--- src/rtl/print_seq_pkg.sv ---
// Shared types and defaults for the per-layer print sequencer.
// The SEQ_TIMEOUT_EN macro (set by the including build) enables the motion watchdog in print_layer_seq.
package print_seq_pkg;

  localparam int CLK_PER_US  = 96;
  localparam int TMO_US_DEF  = 20000;
  localparam int LAYER_W_DEF = 16;

  typedef enum logic [2:0] {
    IDLE,
    UP,
    PLAT1,
    PRINT,
    PLAT2,
    DOWN
  } seq_state_e;

endpackage

--- src/rtl/seq_us_tick.sv ---
// Free-running microsecond tick generator with synchronous clear.
// Only instantiated when SEQ_TIMEOUT_EN is defined.
module seq_us_tick #(
  parameter int CLK_PER_US = 96
) (
  input  logic clk,
  input  logic rstn,
  input  logic clr,
  output logic tick
);

  localparam int CW = (CLK_PER_US > 1) ? $clog2(CLK_PER_US) : 1;

  logic [CW-1:0] cnt;

  // NOTE: sequential state uses non-blocking assignments so every flop samples pre-edge values.
  always_ff @(posedge clk or negedge rstn) begin
    if (!rstn) begin
      cnt <= '0;
    end else if (clr || tick) begin
      cnt <= '0;
    end else begin
      cnt <= cnt + 1'b1;
    end
  end

  assign tick = (cnt == CW'(CLK_PER_US - 1));

endmodule

--- src/rtl/print_layer_seq.sv ---
// Per-layer print sequencer: UP -> PLAT1 -> PRINT -> PLAT2 -> DOWN for layer_num layers.
// Define SEQ_TIMEOUT_EN to build the motion watchdog (UP/PRINT/DOWN); otherwise fault is tied 0.
module print_layer_seq
  import print_seq_pkg::*;
#(
  parameter int CLK_PER_US = print_seq_pkg::CLK_PER_US,
  parameter int TMO_US     = TMO_US_DEF,
  parameter int LAYER_W    = LAYER_W_DEF
) (
  input  logic               clk,
  input  logic               rstn,
  input  logic               start,
  input  logic               abort,
  input  logic [LAYER_W-1:0] layer_num,
  input  logic               up_done,
  input  logic               print_done,
  input  logic               down_done,
  input  logic               ptodown_en,
  output logic               st_req_up,
  output logic               st_req_print,
  output logic               st_req_down,
  output logic               st_platform,
  output logic               busy,
  output logic [LAYER_W-1:0] layer_cnt,
  output logic               job_done,
  output logic               fault
);

  // The watchdog's us counter is 15 bits wide.
  if (TMO_US < 1 || TMO_US > 32767 || CLK_PER_US < 1) begin : g_bad_cfg
    $error("print_layer_seq: TMO_US or CLK_PER_US out of range");
  end

  seq_state_e         state, state_next;
  logic [LAYER_W-1:0] num_q, num_next, cnt_next;
  logic               job_done_next;
  logic               entry;
  logic               first_cyc;
  logic               timeout;

  assign entry = (state_next != state);

`ifdef SEQ_TIMEOUT_EN
  logic        tick;
  logic [14:0] us_cnt;
  logic        timed;
  logic        fault_set, fault_clr, fault_q;

  seq_us_tick #(.CLK_PER_US(CLK_PER_US)) u_tick (
    .clk  (clk),
    .rstn (rstn),
    .clr  (entry),
    .tick (tick)
  );

  always_ff @(posedge clk or negedge rstn) begin
    if (!rstn) begin
      us_cnt <= '0;
    end else if (entry) begin
      us_cnt <= '0;
    end else if (tick && (us_cnt != '1)) begin
      us_cnt <= us_cnt + 1'b1;
    end
  end

  assign timed   = (state == UP) || (state == PRINT) || (state == DOWN);
  assign timeout = timed && tick && (us_cnt == 15'(TMO_US - 1));

  // A timed-out motion is the only route back to IDLE that neither aborts nor completes the job.
  assign fault_set = timeout && !abort && (state_next == IDLE) && !job_done_next;
  assign fault_clr = (state == IDLE) && start && !abort;

  always_ff @(posedge clk or negedge rstn) begin
    if (!rstn) begin
      fault_q <= 1'b0;
    end else if (fault_set) begin
      fault_q <= 1'b1;
    end else if (fault_clr) begin
      fault_q <= 1'b0;
    end
  end

  assign fault = fault_q;
`else
  assign timeout = 1'b0;
  assign fault   = 1'b0;
`endif

  // NOTE: every combinational output gets a default first, so no path can infer a latch.
  always_comb begin
    state_next    = state;
    num_next      = num_q;
    cnt_next      = layer_cnt;
    job_done_next = 1'b0;

    case (state)
      IDLE: begin
        if (start) begin
          if (layer_num != '0) begin
            num_next   = layer_num;
            cnt_next   = '0;
            state_next = UP;
          end else begin
            job_done_next = 1'b1;
          end
        end
      end
      UP: begin
        if (up_done)      state_next = PLAT1;
        else if (timeout) state_next = IDLE;
      end
      // ptodown_en lags st_platform, so its value in the first dwell cycle is stale.
      PLAT1: begin
        if (ptodown_en && !first_cyc) state_next = PRINT;
      end
      PRINT: begin
        if (print_done)   state_next = PLAT2;
        else if (timeout) state_next = IDLE;
      end
      PLAT2: begin
        if (ptodown_en && !first_cyc) state_next = DOWN;
      end
      DOWN: begin
        if (down_done) begin
          cnt_next = layer_cnt + 1'b1;
          if (cnt_next == num_q) begin
            job_done_next = 1'b1;
            state_next    = IDLE;
          end else begin
            state_next = UP;
          end
        end else if (timeout) begin
          state_next = IDLE;
        end
      end
      default: state_next = IDLE;
    endcase

    if (abort) begin
      state_next    = IDLE;
      num_next      = num_q;
      cnt_next      = layer_cnt;
      job_done_next = 1'b0;
    end
  end

  // Outputs are registered from the next state so strobes land in the new state's first cycle.
  always_ff @(posedge clk or negedge rstn) begin
    if (!rstn) begin
      state        <= IDLE;
      num_q        <= '0;
      layer_cnt    <= '0;
      first_cyc    <= 1'b0;
      st_req_up    <= 1'b0;
      st_req_print <= 1'b0;
      st_req_down  <= 1'b0;
      st_platform  <= 1'b0;
      busy         <= 1'b0;
      job_done     <= 1'b0;
    end else begin
      state        <= state_next;
      num_q        <= num_next;
      layer_cnt    <= cnt_next;
      first_cyc    <= entry;
      st_req_up    <= entry && (state_next == UP);
      st_req_print <= entry && (state_next == PRINT);
      st_req_down  <= entry && (state_next == DOWN);
      st_platform  <= (state_next == PLAT1) || (state_next == PLAT2);
      busy         <= (state_next != IDLE);
      job_done     <= job_done_next;
    end
  end

endmodule

--- config.mk ---
export PLATFORM = sky130hd
export DESIGN_NAME = print_layer_seq
export DESIGN_NICKNAME = d
export VERILOG_FILES = /design/src/rtl/print_seq_pkg.sv /design/src/rtl/seq_us_tick.sv /design/src/rtl/print_layer_seq.sv
export SDC_FILE = /design/constraint.sdc
export NUM_CORES = 1
export LEC_CHECK = 0
export CAP_MARGIN = 10
export CELL_PAD_IN_SITES_DETAIL_PLACEMENT = 1
export CELL_PAD_IN_SITES_GLOBAL_PLACEMENT = 1
export CORE_MARGIN = 4
export CORE_UTILIZATION = 35
export CTS_CLUSTER_DIAMETER = 50
export DETAILED_ROUTE_END_ITERATION = 10
export GPL_ROUTABILITY_DRIVEN = 1
export PLACE_DENSITY = 0.8
export SLEW_MARGIN = 25
export SYNTH_ARGS = -nofsm -noshare
export SYNTH_HDL_FRONTEND = slang
export SYNTH_SLANG_ARGS = --single-unit
--- constraint.sdc ---
create_clock -name clk -period 3.6 [get_ports clk]
set_input_delay 0.72 -clock clk [delete_from_list [all_inputs] [get_ports clk]]
set_output_delay 0.72 -clock clk [all_outputs]
set_load 0.02 [all_outputs]
==> results.toml, run 1 <==
[placement]
portBuffers = 45
dp_cells = 390
post-place-ws_ns = 0.642
gp_congestion = 0.910
dp_hpwl_um = 5450

[setup_path]
path_delay_family = "simple AND/OR/NAND/NOR gates"
worstPathMaxFanout = 8
path_buf_inv = 0
crit_chain = "ha_1, nand3_2, nor4_4, xnor2_1, or4_4, o311ai_4, a21oi_2, nor3b_1"
critical_path_class = "reg2reg"
startpoint = "layer_cnt[0]$_DFFE_PN0P_"
worstPathRequired_ns = 3.77
crit_path_end_kind = "flop"
worstSetupStartpointType = "flop"
cp-endpoint = "st_req_down$_DFF_PN0_"
worst-path-stages = 8
r2r_cells = 8
arrival_ns = 2.95
r2r_end = "st_req_down$_DFF_PN0_"
critPathSlowestCell = "or4_4"
slowest_delay_ns = 0.56
r2r_start = "layer_cnt[0]$_DFFE_PN0P_"
r2r_slack_ns = 0.82

[synth]
synth_edf_count = 0
ys_seq_elements = 42
seq_area_frac_synth_pct = 41.0
synth_area_leaders = "dfrtp_1 (41%), mux2_2 (7.0%), o21ai_0 (5.9%)"
synth.distinct_cells = 52
yosys_most_used_dff = "dfrtp_1"
syn_inst = 268
synth_most_common_cell = "dfrtp_1"
yosys_warnings = 0
avgSynthCellArea_um2 = 9.57
synth.top_cell.area_share_pct = 41.0
yosys.area.top_type = "dfrtp_1"
synth_top_cells_by_count = "dfrtp_1 (42), o21ai_0 (30), nor2_1 (23)"
synth_nets = 293
ys_async_sr_fraction_pct = 100
syn_area_mm2 = 0.00256

[finish]
multi_input_area_mm2 = 0.00141
seq_area_mm2 = 0.00105
finish.utilization_pct = 45.4
finalNetCount = 326
fillerInstances = 789
area_growth_syn_to_layout_pct = 23.1
final_cells = 397
n_antenna_cell = 0
drive_above_1_share_pct = 13.0

[clocking]
clock_tree.root_cell = "clkbuf_8"
cts.htree.levels = 2
postCtsSetupBuffers = 0
clkTransAtPathRegs_ns = 0.08
cts_hold_buf = 0
cts.path.max_buffers = 2
cts_resized = 0
cts_sinks = 42
cts_buffers = 5
clk_latency_ns = 0.30
cts_tree = "done"

[drt]
drt_iter0_markers = 162
drc_errors = 0
routedWlPerCell_um = 18.0
wl_um = 7140
vias = 2203
drt_pre_antenna_iters = 4
drtAntennaViolNets = 0
viasPerCell = 5.55

[global_routing]
grt-ovfl-total = 0
antenna_found_initial = 0
grt_pass1_vias = 2285
grt_pass1_wl_um = 12000
grt_max_degree = 43
grtUsageTotal_pct = 17.2

[sta]
setup_viol = 0
fin_crit_sh_pct = 77.2
setup_ws_ns = 0.819
drv_slew = 0
finalHoldViolCount = 0
relSlewSlack_pct = 60.3
rsz0062_at_grt = "false"
tns_ns = 0
skew_ns = 0.00736
whs_ns = 0.405
fmax_mhz = 360
tightest_slew_ns = 0.594
min_period_ns = 2.78

[status]
status = "completed"

[die]
die_x_um = 93.6
die_area_mm2 = 0.00876
die_y_um = 93.6
start_util_pct = 36.9
row_count = 30
core_mm2 = 0.00694
io_pins = 47

[run]
drv_cap = 0

[power]
p_leak_nw = 1.27
p_per_area_mw_per_mm2 = 383
irDropWorstVdd_v = 0.000216

[hold_path]
hold_class = "in2async"
==> sequential cells by signal, summed over array words and instances (netlist names) <==
name	count
st_req_down	1
state	3
busy	1
layer_cnt	16
first_cyc	1
st_platform	1
job_done	1
num_q	16
st_req_print	1
st_req_up	1
==> layer usage <==
metal | up-vias | wire length (µm) | track usage (%) | share of wire, %
met5 | - | 0 | 0 | 0
met4 | 0 | 113 | 4.69 | 1.6
met3 | 13 | 388 | 2.65 | 5.4
met2 | 66 | 3380 | 28.2 | 47
met1 | 1095 | 3260 | 23.5 | 46
li1 | 1029 | - | - | -
==> cells in the final DEF, fill, tap and decap left out, types with 4 or more instances in the layout <==
master and count:
nand2_1 19, nand2b_1 4, mux2_2 16, nor2_1 23, a21oi_1 9, nor2b_1 4, clkdlybuf4s50_1 44, nand4_1 4
o21ai_0 30, clkbuf_8 6, nand3_1 5, xor2_1 10, nor3_1 8, nor4_1 5, xnor2_1 12, dfrtp_1 42
o31ai_1 5
==> stage by stage <==
stage	cell area, µm²	power [mW]
4_1_cts	3150	1.23
6_report	3160	1.21
5_1_grt	3160	1.27
3_5_place_dp	3040	0.838
2_1_floorplan	2560	0.738
3_3_place_gp	3040	0.822
==> worst reg2reg max path, cell delays in order, from the launching register on <==
cell,delay (ns)
dfrtp_1,0.51
ha_1,0.37
nand3_2,0.28
nor4_4,0.28
xnor2_1,0.12
or4_4,0.56
o311ai_4,0.26
a21oi_2,0.13
nor3b_1,0.15
==> cell families after synthesis <==
logic type      Yosys count  synth area share [%]
flops                    42                  41.0
other cells               1                 0.146
mux                      18                  7.81
fa+ha+maj                 1                 0.488
buf+inv                  23                  4.20
compound gates           62                  15.5
simple gates             99                  23.4
xor+xnor                 22                  7.52
==> power breakdown <==
part           total (mW)  internal, mW  switching [mW]
Clock               0.383         0.222           0.161
Combinational       0.244         0.132           0.112
Sequential          0.582         0.525          0.0569
==> cell type report <==
type | instances | share of cell area [%]
Clock inverter | 1 | 0.952
Sequential cell | 42 | 33.3
Tap cell | 96 | 3.81
Multi-Input combinational cell | 203 | 44.5
Inverter | 3 | 0.357
Clock buffer | 6 | 2.62
Timing Repair Buffer | 46 | 14.4
==> worst min-delay path by stage <==
stage,cells after the start,slack [ns],start,to
after floorplan,0,0.42,rstn,busy$_DFF_PN0_
after global placement,1,0.51,num_q[15]$_DFFE_PN0P_,num_q[15]$_DFFE_PN0P_
after detailed placement,1,0.52,num_q[12]$_DFFE_PN0P_,num_q[12]$_DFFE_PN0P_
after CTS,1,0.54,num_q[12]$_DFFE_PN0P_,num_q[12]$_DFFE_PN0P_
after global routing,1,0.45,rstn,layer_cnt[13]$_DFFE_PN0P_
final,1,0.40,rstn,layer_cnt[13]$_DFFE_PN0P_
No activity file was read; power rests on OpenSTA's default activity.
==> run 2: changes to the inputs <==
Settings changed: PLACE_DENSITY 0.8 to 0.83.
Clock period 3.6 ns to 2.4 ns, I/O delays scaled along.
==> run 2 against run 1 <==
Against the previous run: utilization is 7.1 points higher; fmax is 17% higher; combinational power is 70% higher; design area is 16% higher; wire length is 25% higher; count of clock-buffer cells in the layout stayed put; total power is 54% higher; worst setup slack worse by 0.80 ns; clock power is 50% higher; largest power group unchanged.
==> results.toml, run 2 (synthesized netlist as in run 1, its figures left out) <==
[die]
die_y_um = 93.6
die_x_um = 93.6
row_count = 30
io_pins = 47
die_area_mm2 = 0.00876
start_util_pct = 36.9
core_mm2 = 0.00694

[clocking]
cts_tree = "done"
cts.path.max_buffers = 2
cts_hold_buf = 0
cts_sinks = 42
cts.htree.levels = 2
clock_tree.root_cell = "clkbuf_8"
clk_latency_ns = 0.30
clkTransAtPathRegs_ns = 0.09
cts_buffers = 5

[finish]
finalNetCount = 376
drive_above_1_share_pct = 29.0
final_cell_mix = "buf_4 (48), clkdlybuf4s50_1 (44), dfrtp_1 (38)"
biggestRegsByFlops = "layer_cnt: 16 flops, num_q: 16 flops, state: 3 flops"
stdcell_area_mm2 = 0.00365
n_antenna_cell = 0
area_growth_syn_to_layout_pct = 42.3
layout_commonest_cell = "buf_4"
fillerInstances = 772
final_cells = 448

[sta]
setup_ws_ns = 0.0154
setup_viol = 0
fin_crit_sh_pct = 99.4
finalHoldViolCount = 0
min_period_ns = 2.38
fmax_mhz = 419
skew_ns = 0.00574
rsz0062_at_grt = "true"
drv_slew = 0

[global_routing]
grt_max_degree = 29
grt_pass1_vias = 2519
grt-ovfl-total = 0
grt_pass1_wl_um = 13300
grtUsageTotal_pct = 19.6
antenna_found_initial = 0

[placement]
dp_hpwl_um = 6130
portBuffers = 45
dp_cells = 432
placed_cell_area_mm2 = 0.00337
post-place-ws_ns = -0.249
gp_congestion = 0.888

[setup_path]
startpoint = "layer_cnt[0]$_DFFE_PN0P_"
r2r_cells = 8
r2r_start = "layer_cnt[0]$_DFFE_PN0P_"
worstPathMaxFanout = 5
crit_path_end_kind = "flop"
worstPathRequired_ns = 2.57
critical_path_class = "reg2reg"
r2r_end = "st_req_down$_DFF_PN0_"
arrival_ns = 2.56
r2r_slack_ns = 0.02
worstSetupStartpointType = "flop"

[drt]
drt_iter0_markers = 276
viasPerCell = 5.60
vias = 2507
routedWlPerCell_um = 19.9
drt_pre_antenna_iters = 4
drc_errors = 0
drtAntennaViolNets = 0
wl_um = 8930

[power]
irDropWorstVdd_v = 0.000261
p_per_area_mw_per_mm2 = 511
p_total_mw = 1.86
p_leak_nw = 1.56

[status]
status = "completed"

[hold_path]
hold_class = "in2async"

[run]
drv_cap = 0
run 2: cell count changes in the layout (fill, tap and decap cells not counted), moves of 2 or more:
cell / before / now
buf_12: 0 / 3
buf_4: 2 / 48
dfrtp_1: 42 / 38
dfrtp_2: 0 / 4
nor3_1: 8 / 6
nor3_2: 0 / 2
run 2: layout make-up:
class	count	area (µm²)	area share, %
multi-input cells	203	1490	40.7
flip-flops and latches	42	1060	28.9
repair buffers	96	866	23.7
well taps	96	120	3.29
clock buffers	6	72.6	1.99
clock inverters	2	37.5	1.03
inverters	3	11.3	0.309
run 2: per-stage QoR:
| stage | hold WS [ns] | util, % | TNS (ns) |
|---|---|---|---|
| 3_3_place_gp | 0.412 | 48.5 | -5.23 |
| 6_report | 0.0933 | 52.5 | 0 |
| 3_5_place_dp | 0.419 | 48.5 | -4.07 |
| 2_1_floorplan | 0.184 | - | 0 |
| 4_1_cts | 0.0912 | 50.4 | 0 |
| 5_1_grt | 0.123 | 52.5 | -0.180 |
run 2: timing repair:
item | in CTS | in global routing
resized for setup | 3 | 14
pin swaps | 0 | 3
gates cloned | 0 | 0
setup endpoints to repair | 2 | 32
setup buffers | 0 | 8
run 2: worst max-delay path: stages (launching register included):
cell and delay [ns]:
dfrtp_2 0.44, ha_4 0.19, buf_4 0.14, nor3_2 0.19, o31ai_1 0.12, or4_4 0.60
o311ai_4 0.32, a21oi_4 0.11, nor3b_1 0.15
run 2: layer usage:
layer	track usage, %	vias up	part of all wire [%]
li1	-	1135	-
met1	25.9	1258	41
met2	32.6	100	50
met3	2.82	14	6.7
met4	7.22	0	2.0
met5	0	-	0
run 2: power by group:
group / total, mW / internal, mW / switching (mW)
Combinational: 0.416 / 0.224 / 0.192
Sequential: 0.875 / 0.788 / 0.0868
Clock: 0.574 / 0.311 / 0.263
run 2: worst max-delay path by stage:
stage / endpoint / slack (ns) / cells past startpoint
after floorplan: st_req_down$_DFF_PN0_ / 0.05 / 8
after global routing: st_req_down$_DFF_PN0_ / -0.06 / 8
final: st_req_down$_DFF_PN0_ / 0.02 / 8
after global placement: num_q[0]$_DFFE_PN0P_ / -0.20 / 7
after CTS: st_req_down$_DFF_PN0_ / 0.008 / 7
after detailed placement: layer_cnt[8]$_DFFE_PN0P_ / -0.25 / 8
==> run 3: changes to the inputs <==
Settings changed: CAP_MARGIN 10 to unset, CORE_ASPECT_RATIO set to 0.75.
==> run 3 against run 2 <==
Against the previous run: the run now ends with negative setup slack left; design area is 0.14% higher; total power is 7.1% higher; highest routed layer unchanged; via count is 1.5% lower; register-to-register slack worse by 0.09 ns.
==> results.toml, run 3 (synthesized netlist as in run 1, its figures left out) <==
[status]
status = "complete, but fails checks"
violations = "negative setup slack"

[power]
p_leak_nw = 1.56
p_per_area_mw_per_mm2 = 546
irDropWorstVdd_v = 0.000334

[sta]
min_period_ns = 2.48
fin_crit_sh_pct = 103
whs_ns = 0.0751
drv_slew = 0
finalHoldViolCount = 0
tightest_slew_ns = 0.510
tns_ns = -0.187
setup_ws_ns = -0.0772
relSlewSlack_pct = 65.7
setup_viol = 3
skew_ns = 0.00915
fmax_mhz = 404
rsz0062_at_grt = "true"

[placement]
placed_cell_area_mm2 = 0.00333
dp_cells = 428
gp_congestion = 0.851
post-place-ws_ns = -0.224
portBuffers = 45
dp_hpwl_um = 6460

[clocking]
clk_latency_ns = 0.30
cts.htree.levels = 2
clkTransAtPathRegs_ns = 0.09
clock_tree.root_cell = "clkbuf_8"
cts_sinks = 42
cts_hold_buf = 0
cts_tree = "done"
cts_buffers = 5
cts.path.max_buffers = 2

[setup_path]
critical_path_class = "reg2reg"
crit_path_end_kind = "flop"
startpoint = "layer_cnt[2]$_DFFE_PN0P_"
worstSetupStartpointType = "flop"
r2r_cells = 9
arrival_ns = 2.65
r2r_start = "layer_cnt[2]$_DFFE_PN0P_"
worstPathMaxFanout = 6
worstPathRequired_ns = 2.57
r2r_slack_ns = -0.08
r2r_end = "st_req_down$_DFF_PN0_"

[die]
start_util_pct = 36.8
die_x_um = 107
io_pins = 47
die_y_um = 82.1
die_area_mm2 = 0.00877
core_mm2 = 0.00696
row_count = 26

[drt]
vias = 2469
drc_errors = 0
routedWlPerCell_um = 20.9
viasPerCell = 5.55
drt_iter0_markers = 161
drtAntennaViolNets = 0
wl_um = 9320
drt_pre_antenna_iters = 4

[finish]
final_cells = 445
final_cell_mix = "buf_4 (45), clkdlybuf4s50_1 (44), dfrtp_1 (36)"
stdcell_area_mm2 = 0.00365
area_growth_syn_to_layout_pct = 42.5
biggestRegsByFlops = "layer_cnt: 16 flops, num_q: 16 flops, state: 3 flops"
drive_above_1_share_pct = 30.3
n_antenna_cell = 0
finalNetCount = 371
layout_commonest_cell = "buf_4"
fillerInstances = 808

[global_routing]
grt_pass1_wl_um = 13700
grt_pass1_vias = 2467
grt-ovfl-total = 0
grt_max_degree = 29
grtUsageTotal_pct = 20.4
antenna_found_initial = 0

[run]
drv_cap = 0

[hold_path]
hold_class = "in2async"
## run 3: critical path, cell delays in order, from the launching register on
cell and delay, ns:
dfrtp_2 0.47, buf_4 0.16, nand3_4 0.14, buf_4 0.19, nor2_1 0.20, nand3_1 0.12, a221o_1 0.43, o311ai_4 0.34
a21oi_4 0.12, nor3b_2 0.17
## run 3: layout make-up
cell class              count  area, µm²  area share, %
multi-input cells         203       1520           41.6
inverters                   3       11.3          0.308
clock inverters             3       68.8           1.88
clock buffers               5       68.8           1.88
well taps                  98        123           3.36
repair buffers             91        803           22.0
flip-flops and latches     42       1060           29.0
## run 3: worst max path at each step
| stage | endpoint | slack [ns] | depth (start not counted) |
|---|---|---|---|
| global placement | num_q[4]$_DFFE_PN0P_ | -0.22 | 7 |
| global route | st_req_down$_DFF_PN0_ | -0.16 | 9 |
| finish | st_req_down$_DFF_PN0_ | -0.08 | 9 |
| detailed placement | num_q[15]$_DFFE_PN0P_ | -0.22 | 7 |
| floorplan | st_req_down$_DFF_PN0_ | 0.05 | 8 |
| CTS | st_req_down$_DFF_PN0_ | 0.004 | 8 |
## run 3: per-layer routing
metal  vias to the layer above  global-route usage, %  part of all wire [%]
met4                         0                   4.60                  0.72
met1                      1255                   28.7                    44
met5                         -                      0                     0
met2                        88                   33.2                    49
met3                         9                   3.65                   6.2
li1                       1117                      -                     -
## run 3: what timing repair did
action | CTS | global route
setup endpoints to repair | 6 | 20
resized for setup | 4 | 21
pin swaps | 0 | 4
buffers inserted | 0 | 9
## run 3: power by group
group / internal, mW / leakage [nW] / switching, mW
registers: 0.788 / 0.536 / 0.0911
clock network: 0.417 / 0.0683 / 0.272
logic: 0.226 / 0.954 / 0.202
## run 3: per-stage QoR
| step | total power, mW | util, % |
|---|---|---|
| after floorplan | 1.11 | - |
| after global placement | 1.26 | 47.8 |
| after detailed placement | 1.28 | 47.8 |
| after CTS | 1.98 | 50.1 |
| after global routing | 2.09 | 52.5 |
| final | 2.00 | 52.5 |
